File: src/rtl/symgen_pkg.sv
// rtl/symgen_pkg.sv - shared types and constants for the palindrome generator
//
// Contents:
//   state_e     : sequencing FSM states (IDLE, LOAD, SEND, DONE)
//   mode_e      : next-half-word rules (increment, decrement, LFSR, hold)
//   LFSR_TAPS   : feedback tap mask for the 4-bit LFSR (bits 3 and 2)
//   LFSR_SEED_Z : value substituted for an all-zero LFSR seed (lock-up state)
//   mirror_word : builds the 8-bit palindrome from a 4-bit half-word
package symgen_pkg;

    typedef enum logic [1:0] {
        ST_IDLE = 2'b00,
        ST_LOAD = 2'b01,
        ST_SEND = 2'b10,
        ST_DONE = 2'b11
    } state_e;

    typedef enum logic [1:0] {
        MODE_INC  = 2'b00,
        MODE_DEC  = 2'b01,
        MODE_LFSR = 2'b10,
        MODE_HOLD = 2'b11
    } mode_e;

    // Feedback bit is the XOR of h[3] and h[2].
    localparam logic [3:0] LFSR_TAPS   = 4'b1100;
    // All-zero is the LFSR lock-up state, so a zero seed is replaced by this.
    localparam logic [3:0] LFSR_SEED_Z = 4'h1;

    // Upper nibble is the bit-reversed lower nibble, so bit k equals bit 7-k.
    function automatic logic [7:0] mirror_word(input logic [3:0] h);
        return {h[0], h[1], h[2], h[3], h};
    endfunction

endpackage

File: src/rtl/symgen_next.sv
// rtl/symgen_next.sv - combinational next-half-word computation
//
// Ports:
//   h_i      : current half-word
//   mode_i   : rule selector (inc / dec / LFSR / hold)
//   h_next_o : half-word to use after the next accepted word
module symgen_next
    import symgen_pkg::*;
(
    input  logic [3:0] h_i,
    input  mode_e      mode_i,
    output logic [3:0] h_next_o
);

    logic feedback;

    assign feedback = ^(h_i & LFSR_TAPS);

    always_comb begin
        h_next_o = h_i;
        case (mode_i)
            MODE_INC:  h_next_o = h_i + 4'd1;   // wraps F -> 0
            MODE_DEC:  h_next_o = h_i - 4'd1;   // wraps 0 -> F
            MODE_LFSR: h_next_o = {h_i[2:0], feedback};
            MODE_HOLD: h_next_o = h_i;
            default:   h_next_o = h_i;
        endcase
    end

endmodule

File: src/rtl/palindrome_generator.sv
// rtl/palindrome_generator.sv - streams SEQ_LEN palindromic bytes per start
//
// Optional feature macro: SYMGEN_ERR_INJECT_EN (single-bit error injection).
//
// Parameters:
//   SEQ_LEN   : words per sequence (1..16)
// Ports:
//   clk       : clock, rising edge
//   rst_n     : asynchronous active-low reset
//   start     : begin a sequence (honoured in IDLE only)
//   stop      : abort the current sequence, wins over start and handshake
//   seed      : initial half-word, captured with start
//   mode      : next-half-word rule, captured with start
//   out_ready : consumer ready
//   out_valid : out_data valid (high throughout SEND)
//   out_data  : palindromic byte
//   busy      : high in LOAD and SEND
//   done      : one-cycle pulse after the last accepted word
//   word_idx  : words accepted in the current sequence
//   inj_en    : flip out_data[inj_pos] when injection is built in
//   inj_pos   : bit position to flip
module palindrome_generator
    import symgen_pkg::*;
#(
    parameter int SEQ_LEN = 16
) (
    input  logic       clk,
    input  logic       rst_n,
    input  logic       start,
    input  logic       stop,
    input  logic [3:0] seed,
    input  logic [1:0] mode,
    input  logic       out_ready,
    output logic       out_valid,
    output logic [7:0] out_data,
    output logic       busy,
    output logic       done,
    output logic [3:0] word_idx,
    input  logic       inj_en,
    input  logic [2:0] inj_pos
);

    localparam logic [3:0] LAST_IDX = 4'(SEQ_LEN - 1);

    state_e     state_q, state_d;
    logic [3:0] h_q, h_d;
    mode_e      mode_q, mode_d;
    logic [3:0] idx_q, idx_d;
    logic [3:0] h_next;
    logic [7:0] pal_word;

    symgen_next u_next (
        .h_i      (h_q),
        .mode_i   (mode_q),
        .h_next_o (h_next)
    );

    always_ff @(posedge clk or negedge rst_n) begin
        if (!rst_n) begin
            state_q <= ST_IDLE;
            h_q     <= 4'h0;
            mode_q  <= MODE_INC;
            idx_q   <= 4'h0;
        end else begin
            state_q <= state_d;
            h_q     <= h_d;
            mode_q  <= mode_d;
            idx_q   <= idx_d;
        end
    end

    always_comb begin
        state_d = state_q;
        h_d     = h_q;
        mode_d  = mode_q;
        idx_d   = idx_q;
        case (state_q)
            ST_IDLE: begin
                // seed/mode are captured only here, so later changes are ignored
                if (start && !stop) begin
                    state_d = ST_LOAD;
                    h_d     = seed;
                    mode_d  = mode_e'(mode);
                    idx_d   = 4'h0;
                end
            end
            ST_LOAD: begin
                if (stop) begin
                    state_d = ST_IDLE;
                    idx_d   = 4'h0;
                end else begin
                    state_d = ST_SEND;
                    if (mode_q == MODE_LFSR && h_q == 4'h0) begin
                        h_d = LFSR_SEED_Z;
                    end
                end
            end
            ST_SEND: begin
                // stop outranks a handshake in the same cycle
                if (stop) begin
                    state_d = ST_IDLE;
                    idx_d   = 4'h0;
                end else if (out_ready) begin
                    h_d   = h_next;
                    idx_d = idx_q + 4'd1;
                    if (idx_q == LAST_IDX) begin
                        state_d = ST_DONE;
                    end
                end
            end
            ST_DONE: begin
                state_d = ST_IDLE;
            end
            default: begin
                state_d = ST_IDLE;
            end
        endcase
    end

    assign pal_word  = mirror_word(h_q);
    assign out_valid = (state_q == ST_SEND);
    assign busy      = (state_q == ST_LOAD) || (state_q == ST_SEND);
    assign done      = (state_q == ST_DONE);
    assign word_idx  = idx_q;

`ifdef SYMGEN_ERR_INJECT_EN
    logic [7:0] inj_mask;

    assign inj_mask = inj_en ? (8'h01 << inj_pos) : 8'h00;
    assign out_data = out_valid ? (pal_word ^ inj_mask) : 8'h00;
`else
    logic unused_inj;

    assign unused_inj = ^{inj_en, inj_pos};
    assign out_data   = out_valid ? pal_word : 8'h00;
`endif

endmodule

File: config.mk
export PLATFORM = sky130hd
export DESIGN_NAME = palindrome_generator
export DESIGN_NICKNAME = d
export VERILOG_FILES = /design/src/rtl/symgen_pkg.sv /design/src/rtl/symgen_next.sv /design/src/rtl/palindrome_generator.sv
export SDC_FILE = /design/constraint.sdc
export NUM_CORES = 1
export LEC_CHECK = 0
export BUFFER_PORTS_ARGS = -buffer_cell sky130_fd_sc_hd__buf_2
export CAP_MARGIN = 20
export CELL_PAD_IN_SITES_DETAIL_PLACEMENT = 0
export CELL_PAD_IN_SITES_GLOBAL_PLACEMENT = 1
export CORE_MARGIN = 2
export CORE_UTILIZATION = 34
export DETAILED_ROUTE_END_ITERATION = 10
export PLACE_DENSITY_LB_ADDON = 0.15
export SETUP_SLACK_MARGIN = 0.1
export SLEW_MARGIN = 20
export SYNTH_ARGS = -nofsm -noshare
export SYNTH_HDL_FRONTEND = slang
export SYNTH_HIERARCHICAL = 1
export SYNTH_SLANG_ARGS = --single-unit
File: constraint.sdc
create_clock -name clk -period 1.7 [get_ports clk]
set_input_delay 0.255 -clock clk [delete_from_list [all_inputs] [get_ports clk]]
set_output_delay 0.255 -clock clk [all_outputs]
set_load 0.01 [all_outputs]
==> load_flow_metrics.sql, run 1 <==
INSERT INTO impl_metrics (metric_group, metric, value, unit) VALUES
('outcome', 'run_status', 'finished, violations left', ''),
('outcome', 'violated_checks', 'setup timing', ''),
('critical_path', 'worstPathRequired', '1.86', 'ns'),
('route', 'totalWireLength', '2.52', 'mm'),
('clocking', 'clk_pin_slew', '0.07', 'ns'),
('yosys', 'yosysWarningCount', '6', ''),
('yosys', 'syn_nets', '140', ''),
('floorplanning', 'floorplan.io_pins', '30', ''),
('clocking', 'htree_levels', '1', ''),
('yosys', 'post_syn_instances', '118', ''),
('critical_path', 'critical_path.max_fanout', '4', ''),
('run', 'maxCapViolCount', '0', ''),
('clocking', 'cts_root_buf', 'sky130_fd_sc_hd__clkbuf_4', ''),
('floorplanning', 'die_area', '3580', 'um2'),
('timing', 'worst_clock_skew', '0.00442', 'ns'),
('timing', 'final-setup-viol-count', '3', ''),
('route', 'met2WireLength', '1.10', 'mm'),
('critical_path', 'endpoint_kind', 'register', ''),
('route', 'detail_route.first_pass.iterations', '4', ''),
('timing', 'worstMarginPinSlew', '0.309', 'ns'),
('timing', 'worst_slew_margin_rel', '79.4', '%'),
('placed_design', 'place.port_buffers', '25', ''),
('pwr', 'power-per-cell-area', '1760', 'nW/um2'),
('floorplanning', 'fp-row-count', '20', ''),
('placed_design', 'placed_cells', '182', ''),
('pwr', 'ir_drop_worst_case_vdd', '0.836', 'mV'),
('pwr', 'p_comb_share', '73.1', '%'),
('final_layout', 'final_core_utilization', '47.2', '%'),
('pwr', 'post-layout-total-power', '2.50', 'mW'),
('timing', 'tmin_final', '1.76', 'ns'),
('min_path', 'hold_class', 'input pin to register', ''),
('global_route', 'antenna_found_initial', '0', ''),
('yosys', 'yosys_register_bits', '12', ''),
('yosys', 'synth.yosys.seq_area_share', '28.3', '%'),
('global_route', 'grt_pass1_wl', '4.33', 'mm'),
('route', 'detail_route.wirelength.met1', '1.31', 'mm'),
('timing', 'highest_clock_rate', '568', 'MHz'),
('global_route', 'global_route_congestion_overflow_total', '0', ''),
('pwr', 'cell_internal_power', '1.42', 'mW'),
('floorplanning', 'dieWidth', '59.9', 'um'),
('pwr', 'power_frac_clock', '7.0', '%'),
('final_layout', 'flow.area_growth_from_synthesis', '33.5', '%'),
('critical_path', 'timing.critical_path.from_type', 'register', ''),
('timing', 'postLayoutSetupSlackWorst', '-0.0619', 'ns'),
('timing', 'final_min_period_over_clock_period', '104', '%'),
('global_route', 'first_global_vias', '970', ''),
('floorplanning', 'fp.coreArea', '3000', 'um2'),
('yosys', 'synth-main-ff-cell', 'sky130_fd_sc_hd__dfrtp_1', ''),
('pwr', 'seq_power_share', '19.8', '%'),
('clocking', 'tritoncts_num_sinks', '12', ''),
('clocking', 'tritoncts_clock_tree', 'built', ''),
('yosys', 'yosys.cell_types.count', '37', ''),
('timing', 'grt_setup_unrepaired', 'true', ''),
('route', 'drt-initial-drc-count', '37', ''),
('route', 'top_layer_used', 'met3', ''),
('pwr', 'power_leakage', '0.701', 'nW'),
('route', 'total_via_count_after_detailed_routing', '988', ''),
('placed_design', 'dpl_cell_area', '1280', 'um2'),
('clocking', 'numCtsBuffers', '3', ''),
('timing', 'final-hold-violation-count', '0', ''),
('timing', 'worst_hold_slack', '0.209', 'ns'),
('route', 'post_drt_via_cell_ratio', '5.17', ''),
('yosys', 'asr_flop_ratio_synth', '100', '%'),
('global_route', 'grt_usage', '16.0', '%'),
('final_layout', 'n_antenna_cell', '0', ''),
('final_layout', 'finalNetCount', '182', ''),
('clocking', 'insertion_delay', '0.27', 'ns'),
('placed_design', 'place.detailed.hpwl', '1.92', 'mm'),
('floorplanning', 'initial_utilization', '35.3', '%'),
('route', 'routed_wire_length_per_instance', '13.2', 'um'),
('route', 'final_antenna_net_count', '0', '');
[synthesized netlist by cell type (all sizes together), types with 2 or more instances]
master | number | area share, %
o21bai | 2 | 1.4
nand2 | 3 | 1.1
a31oi | 3 | 1.8
buf | 8 | 6.4
o21ai | 10 | 5.1
dfrtp | 12 | 28
mux2 | 6 | 7.4
inv | 9 | 3.2
xor2 | 2 | 1.7
a21oi | 9 | 4.2
nor2 | 7 | 2.5
mux2i | 5 | 4.7
nand3 | 4 | 1.9
and2 | 6 | 3.5
ha | 7 | 8.3
nand2b | 3 | 1.8
nor2b | 5 | 2.9
a211oi | 2 | 1.9
o2bb2ai | 2 | 1.7
[state kept, by name (all words and copies together), names as in the netlist]
register  flops
h_q           4
word_idx      4
mode_q        2
state_q       2
[area by class of cell]
type / count / area, um2
Timing Repair Buffer: 46 / 302
Fill cell: 298 / 1590
Tap cell: 33 / 41.3
Inverter: 9 / 33.8
Sequential cell: 12 / 302
Clock buffer: 3 / 22.5
Multi-Input combinational cell: 88 / 716
[power by group through the flow]
stage | registers [mW] | logic [mW] | clock network (mW)
floorplan | 0.493 | 1.17 | 0
global placement | 0.487 | 1.60 | 0
detailed placement | 0.489 | 1.62 | 0
CTS | 0.485 | 1.75 | 0.182
global route | 0.514 | 2.03 | 0.195
finish | 0.495 | 1.82 | 0.176
[cells by family after synthesis]
| group | after synthesis | synth area share [%] |
|---|---|---|
| XOR/XNOR | 3 | 2.48 |
| AO/OA/AOI/OAI | 34 | 21.0 |
| adder cells (fa/ha/maj) | 7 | 8.25 |
| flip-flops | 12 | 28.3 |
| AND/OR/NAND/NOR | 33 | 17.9 |
| buffers and inverters | 18 | 9.90 |
| multiplexers | 11 | 12.1 |
[worst max-delay path, cell delays in order (launching register included)]
cell,delay (ns)
sky130_fd_sc_hd__dfrtp_1,0.42
sky130_fd_sc_hd__inv_2,0.08
sky130_fd_sc_hd__nand2_2,0.05
sky130_fd_sc_hd__xnor2_1,0.13
sky130_fd_sc_hd__ha_2,0.19
sky130_fd_sc_hd__o211ai_1,0.15
sky130_fd_sc_hd__o21ai_1,0.08
sky130_fd_sc_hd__o21bai_1,0.16
sky130_fd_sc_hd__nand3_1,0.08
sky130_fd_sc_hd__o21ai_1,0.06
sky130_fd_sc_hd__mux2_4,0.26
[timing repair]
item / CTS / global route
buffers inserted: 3 / 2
hold endpoints to repair: 12 / 0
hold buffers: 1 / 0
resized for setup: 4 / 13
cloned: 0 / 0
pin swaps: 2 / 2
endpoints found under the setup margin: 13 / 18
[final timing paths]
path | start | to | slack [ns]
max | mode_q[1] | h_q[2] | -0.06
min | mode[0] | mode_q[0] | 0.21
max reg2reg | mode_q[1] | h_q[2] | -0.06
min reg2reg | word_idx[1] | word_idx[1] | 0.56
max in group asynchronous | rst_n | mode_q[0] | 1.05
min in group asynchronous | rst_n | word_idx[1] | 0.41
[per-layer routing]
| layer | up-vias | GRT usage, % |
|---|---|---|
| met2 | 29 | 23.6 |
| met1 | 457 | 23.1 |
| met4 | 0 | 2.86 |
| met5 | - | 0 |
| met3 | 0 | 4.98 |
| li1 | 502 | - |
[cells in the final DEF, fill, tap and decap left out, types with 3 or more instances in the layout]
cell type	Yosys	final
sky130_fd_sc_hd__buf_2	0	23
sky130_fd_sc_hd__a21oi_1	9	8
sky130_fd_sc_hd__inv_1	8	5
sky130_fd_sc_hd__mux2_4	3	3
sky130_fd_sc_hd__buf_6	2	3
sky130_fd_sc_hd__dfrtp_1	12	11
sky130_fd_sc_hd__o21ai_0	9	6
sky130_fd_sc_hd__ha_1	7	3
sky130_fd_sc_hd__clkbuf_4	0	3
sky130_fd_sc_hd__mux2i_1	5	5
sky130_fd_sc_hd__nor2b_1	5	4
sky130_fd_sc_hd__and2_1	6	4
sky130_fd_sc_hd__nor2_1	7	7
sky130_fd_sc_hd__mux2_2	3	3
sky130_fd_sc_hd__nand2b_1	3	3
sky130_fd_sc_hd__inv_2	1	4
sky130_fd_sc_hd__a31oi_1	3	3
sky130_fd_sc_hd__nand3_1	4	4
sky130_fd_sc_hd__buf_4	6	19
[metrics by stage]
step	TNS [ns]	setup slack [ns]
3_5_place_dp	-0.149	-0.0792
4_1_cts	-0.193	-0.0791
2_1_floorplan	-0.0449	-0.0441
5_1_grt	-0.405	-0.214
6_report	-0.116	-0.0619
3_3_place_gp	-0.153	-0.0526
No activity file was read; power rests on OpenSTA's default activity.
==> inputs of run 2 (changes only) <==
==> constraint.sdc (replaced) <==
create_clock -name clk -period 1.7 [get_ports clk]
set_input_delay 0.085 -clock clk [delete_from_list [all_inputs] [get_ports clk]]
set_output_delay 0.085 -clock clk [all_outputs]
set_load 0.01 [all_outputs]
==> run 2 against run 1 <==
  * The run still ends with setup timing left
  * First-iteration DRC count fell by 65%
  * Sequential share of layout area rose by 0.66 points
  * Non-clock buffer count decreased by 3
  * Register-to-register slack improved by 0.03 ns
==> load_flow_metrics.sql, run 2 (synthesis gave the netlist of run 1 again) <==
INSERT INTO impl_metrics (metric_group, metric, value, unit) VALUES
('critical_path', 'worstPathCellList', 'or4b_4 -> nor4_4 -> o21ai_2 -> mux2_4', ''),
('global_route', 'antenna_found_initial', '0', ''),
('clocking', 'numCtsBuffers', '3', ''),
('pwr', 'power-per-cell-area', '1780', 'nW/um2'),
('pwr', 'power_leakage', '0.686', 'nW'),
('timing', 'postLayoutSetupSlackWorst', '-0.0270', 'ns'),
('outcome', 'run_status', 'finished, violations left', ''),
('route', 'totalWireLength', '2.56', 'mm'),
('run', 'maxCapViolCount', '0', ''),
('placed_design', 'dpl_cell_area', '1280', 'um2'),
('route', 'final_antenna_net_count', '0', ''),
('route', 'detail_route.first_pass.iterations', '4', ''),
('clocking', 'clk_pin_slew', '0.07', 'ns'),
('min_path', 'hold_class', 'input pin to register', ''),
('clocking', 'clock_path_buffers', '2', ''),
('timing', 'final_min_period_over_clock_period', '102', '%'),
('critical_path', 'r2r_cells', '4', ''),
('critical_path', 'critPathArrivalTime', '1.88', 'ns'),
('route', 'total_via_count_after_detailed_routing', '975', ''),
('global_route', 'grt_usage', '16.2', '%'),
('final_layout', 'n_antenna_cell', '0', ''),
('critical_path', 'rrSetupSlack', '-0.03', 'ns'),
('clocking', 'tritoncts_num_sinks', '12', ''),
('global_route', 'first_global_vias', '977', ''),
('final_layout', 'seqCellArea', '302', 'um2'),
('min_path', 'worstHoldPathCells', '2', ''),
('floorplanning', 'dieWidth', '59.9', 'um'),
('final_layout', 'fin_area', '1370', 'um2'),
('final_layout', 'post_route_cells_drive_above_1_share', '41.9', '%'),
('final_layout', 'mostFrequentLayoutCell', 'sky130_fd_sc_hd__buf_2', ''),
('timing', 'highest_clock_rate', '579', 'MHz'),
('clocking', 'cts_root_buf', 'sky130_fd_sc_hd__clkbuf_4', ''),
('critical_path', 'timing.critical_path.from_type', 'register', ''),
('critical_path', 'worstSetupPathType', 'register to register', ''),
('floorplanning', 'height_of_the_chip', '59.9', 'um'),
('floorplanning', 'fp.coreArea', '3000', 'um2'),
('timing', 'slew_viol_final', '0', ''),
('min_path', 'holdPathEnd', 'mode_q[0]', ''),
('timing', 'tmin_final', '1.73', 'ns'),
('final_layout', 'finalNetCount', '179', ''),
('floorplanning', 'initial_utilization', '35.3', '%'),
('route', 'drt-initial-drc-count', '13', ''),
('global_route', 'grt_pass1_wl', '4.32', 'mm'),
('floorplanning', 'die_area', '3580', 'um2'),
('timing', 'final-setup-viol-count', '3', ''),
('floorplanning', 'fp-row-count', '20', ''),
('outcome', 'violated_checks', 'setup timing', ''),
('placed_design', 'place.port_buffers', '25', ''),
('route', 'residual_drc_count', '0', ''),
('clocking', 'tritoncts_clock_tree', 'built', ''),
('route', 'post_drt_via_cell_ratio', '5.19', ''),
('critical_path', 'worst_setup_startpoint', 'mode_q[0]', ''),
('clocking', 'insertion_delay', '0.27', 'ns'),
('final_layout', 'most_frequent_cells_in_the_layout', '25 x sky130_fd_sc_hd__buf_2, 12 x sky130_fd_sc_hd__buf_4, 11 x sky130_fd_sc_hd__dfrtp_1', ''),
('critical_path', 'worstPathRequired', '1.86', 'ns'),
('timing', 'worst_hold_slack', '0.0386', 'ns'),
('critical_path', 'critical_path.max_fanout', '4', ''),
('critical_path', 'critical_path.max_stage_delay', '0.55', 'ns'),
('global_route', 'pin_count_of_the_biggest_net_entering_global_routing', '13', ''),
('final_layout', 'multi_input_area', '693', 'um2'),
('timing', 'worstMarginPinSlew', '0.312', 'ns'),
('clocking', 'htree_levels', '1', ''),
('critical_path', 'crit_path_top_delay_cell', 'sky130_fd_sc_hd__or4b_4', ''),
('timing', 'worst_slew_margin_rel', '79.2', '%'),
('timing', 'final-hold-violation-count', '0', ''),
('timing', 'grt_setup_unrepaired', 'true', ''),
('route', 'routed_wire_length_per_instance', '13.6', 'um'),
('placed_design', 'place_ws', '-0.0573', 'ns'),
('min_path', 'hp-start', 'mode[0]', ''),
('critical_path', 'endpoint_kind', 'register', ''),
('pwr', 'ir_drop_worst_case_vdd', '0.803', 'mV'),
('timing', 'worst_clock_skew', '0.00546', 'ns'),
('final_layout', 'flow.area_growth_from_synthesis', '29.5', '%'),
('global_route', 'global_route_congestion_overflow_total', '0', ''),
('critical_path', 'r2r_start', 'mode_q[0]', ''),
('placed_design', 'gp_routability_congestion', '0.745', ''),
('floorplanning', 'floorplan.io_pins', '30', ''),
('placed_design', 'place.detailed.hpwl', '1.95', 'mm'),
('final_layout', 'nFillCells', '314', ''),
('critical_path', 'critical_path.reg2reg.endpoint', 'h_q[2]', '');
[run 2: cell types whose count changed in the layout (fill, tap and decap cells not counted), sizes merged]
| cell | previous run | this run |
|---|---|---|
| buf | 45 | 42 |
[run 2: worst max-delay path: cells and delay by family, from the launching register on]
kind,cells,cell delay (ns)
compound gates,1,0.14
simple gates,2,0.70
flops,1,0.44
mux,1,0.32
[run 2: final cells by class]
class,instances,share of cell area (%)
Tap cell,33,3.01
Timing Repair Buffer,43,20.5
Inverter,9,2.46
Multi-Input combinational cell,88,50.5
Clock buffer,3,1.64
Sequential cell,12,21.9
[run 2: metrics by stage]
| stage | std cells | TNS, ns | power [mW] | utilization, % |
|---|---|---|---|---|
| floorplan | 118 | -0.0449 | 1.66 | - |
| global placement | 182 | -0.0666 | 2.10 | 42.5 |
| detailed placement | 182 | -0.0940 | 2.12 | 42.5 |
| CTS | 188 | -0.137 | 2.37 | 44.2 |
| global route | 188 | -0.354 | 2.69 | 45.8 |
| finish | 188 | -0.0649 | 2.45 | 45.8 |
[run 2: how the worst max path moves through the flow]
| stage | to |
|---|---|
| 2_1_floorplan | h_q[2] |
| 3_3_place_gp | h_q[2] |
| 3_5_place_dp | h_q[2] |
| 4_1_cts | h_q[2] |
| 5_1_grt | h_q[2] |
| 6_report | h_q[2] |
[run 2: per-layer routing]
metal	vias up	GRT usage [%]	part of all wire, %
met2	27	26.1	43
met1	458	21.7	52
met4	0	2.86	0.51
met5	-	0	0
met3	2	4.76	4.9
li1	488	-	-
[run 2: report_power, final]
part	internal (mW)	switching [mW]	leakage, nW
logic	0.918	0.868	0.518
clock network	0.0820	0.0920	0.0138
registers	0.387	0.104	0.154
[run 2: what timing repair did]
item                                    CTS  global route
gates resized for setup                   1            12
pin swaps                                 3             3
hold endpoints to repair                 12             0
hold buffers                              1             0
buffers inserted                          2             0
gates cloned                              0             0
endpoints found under the setup margin    4            17
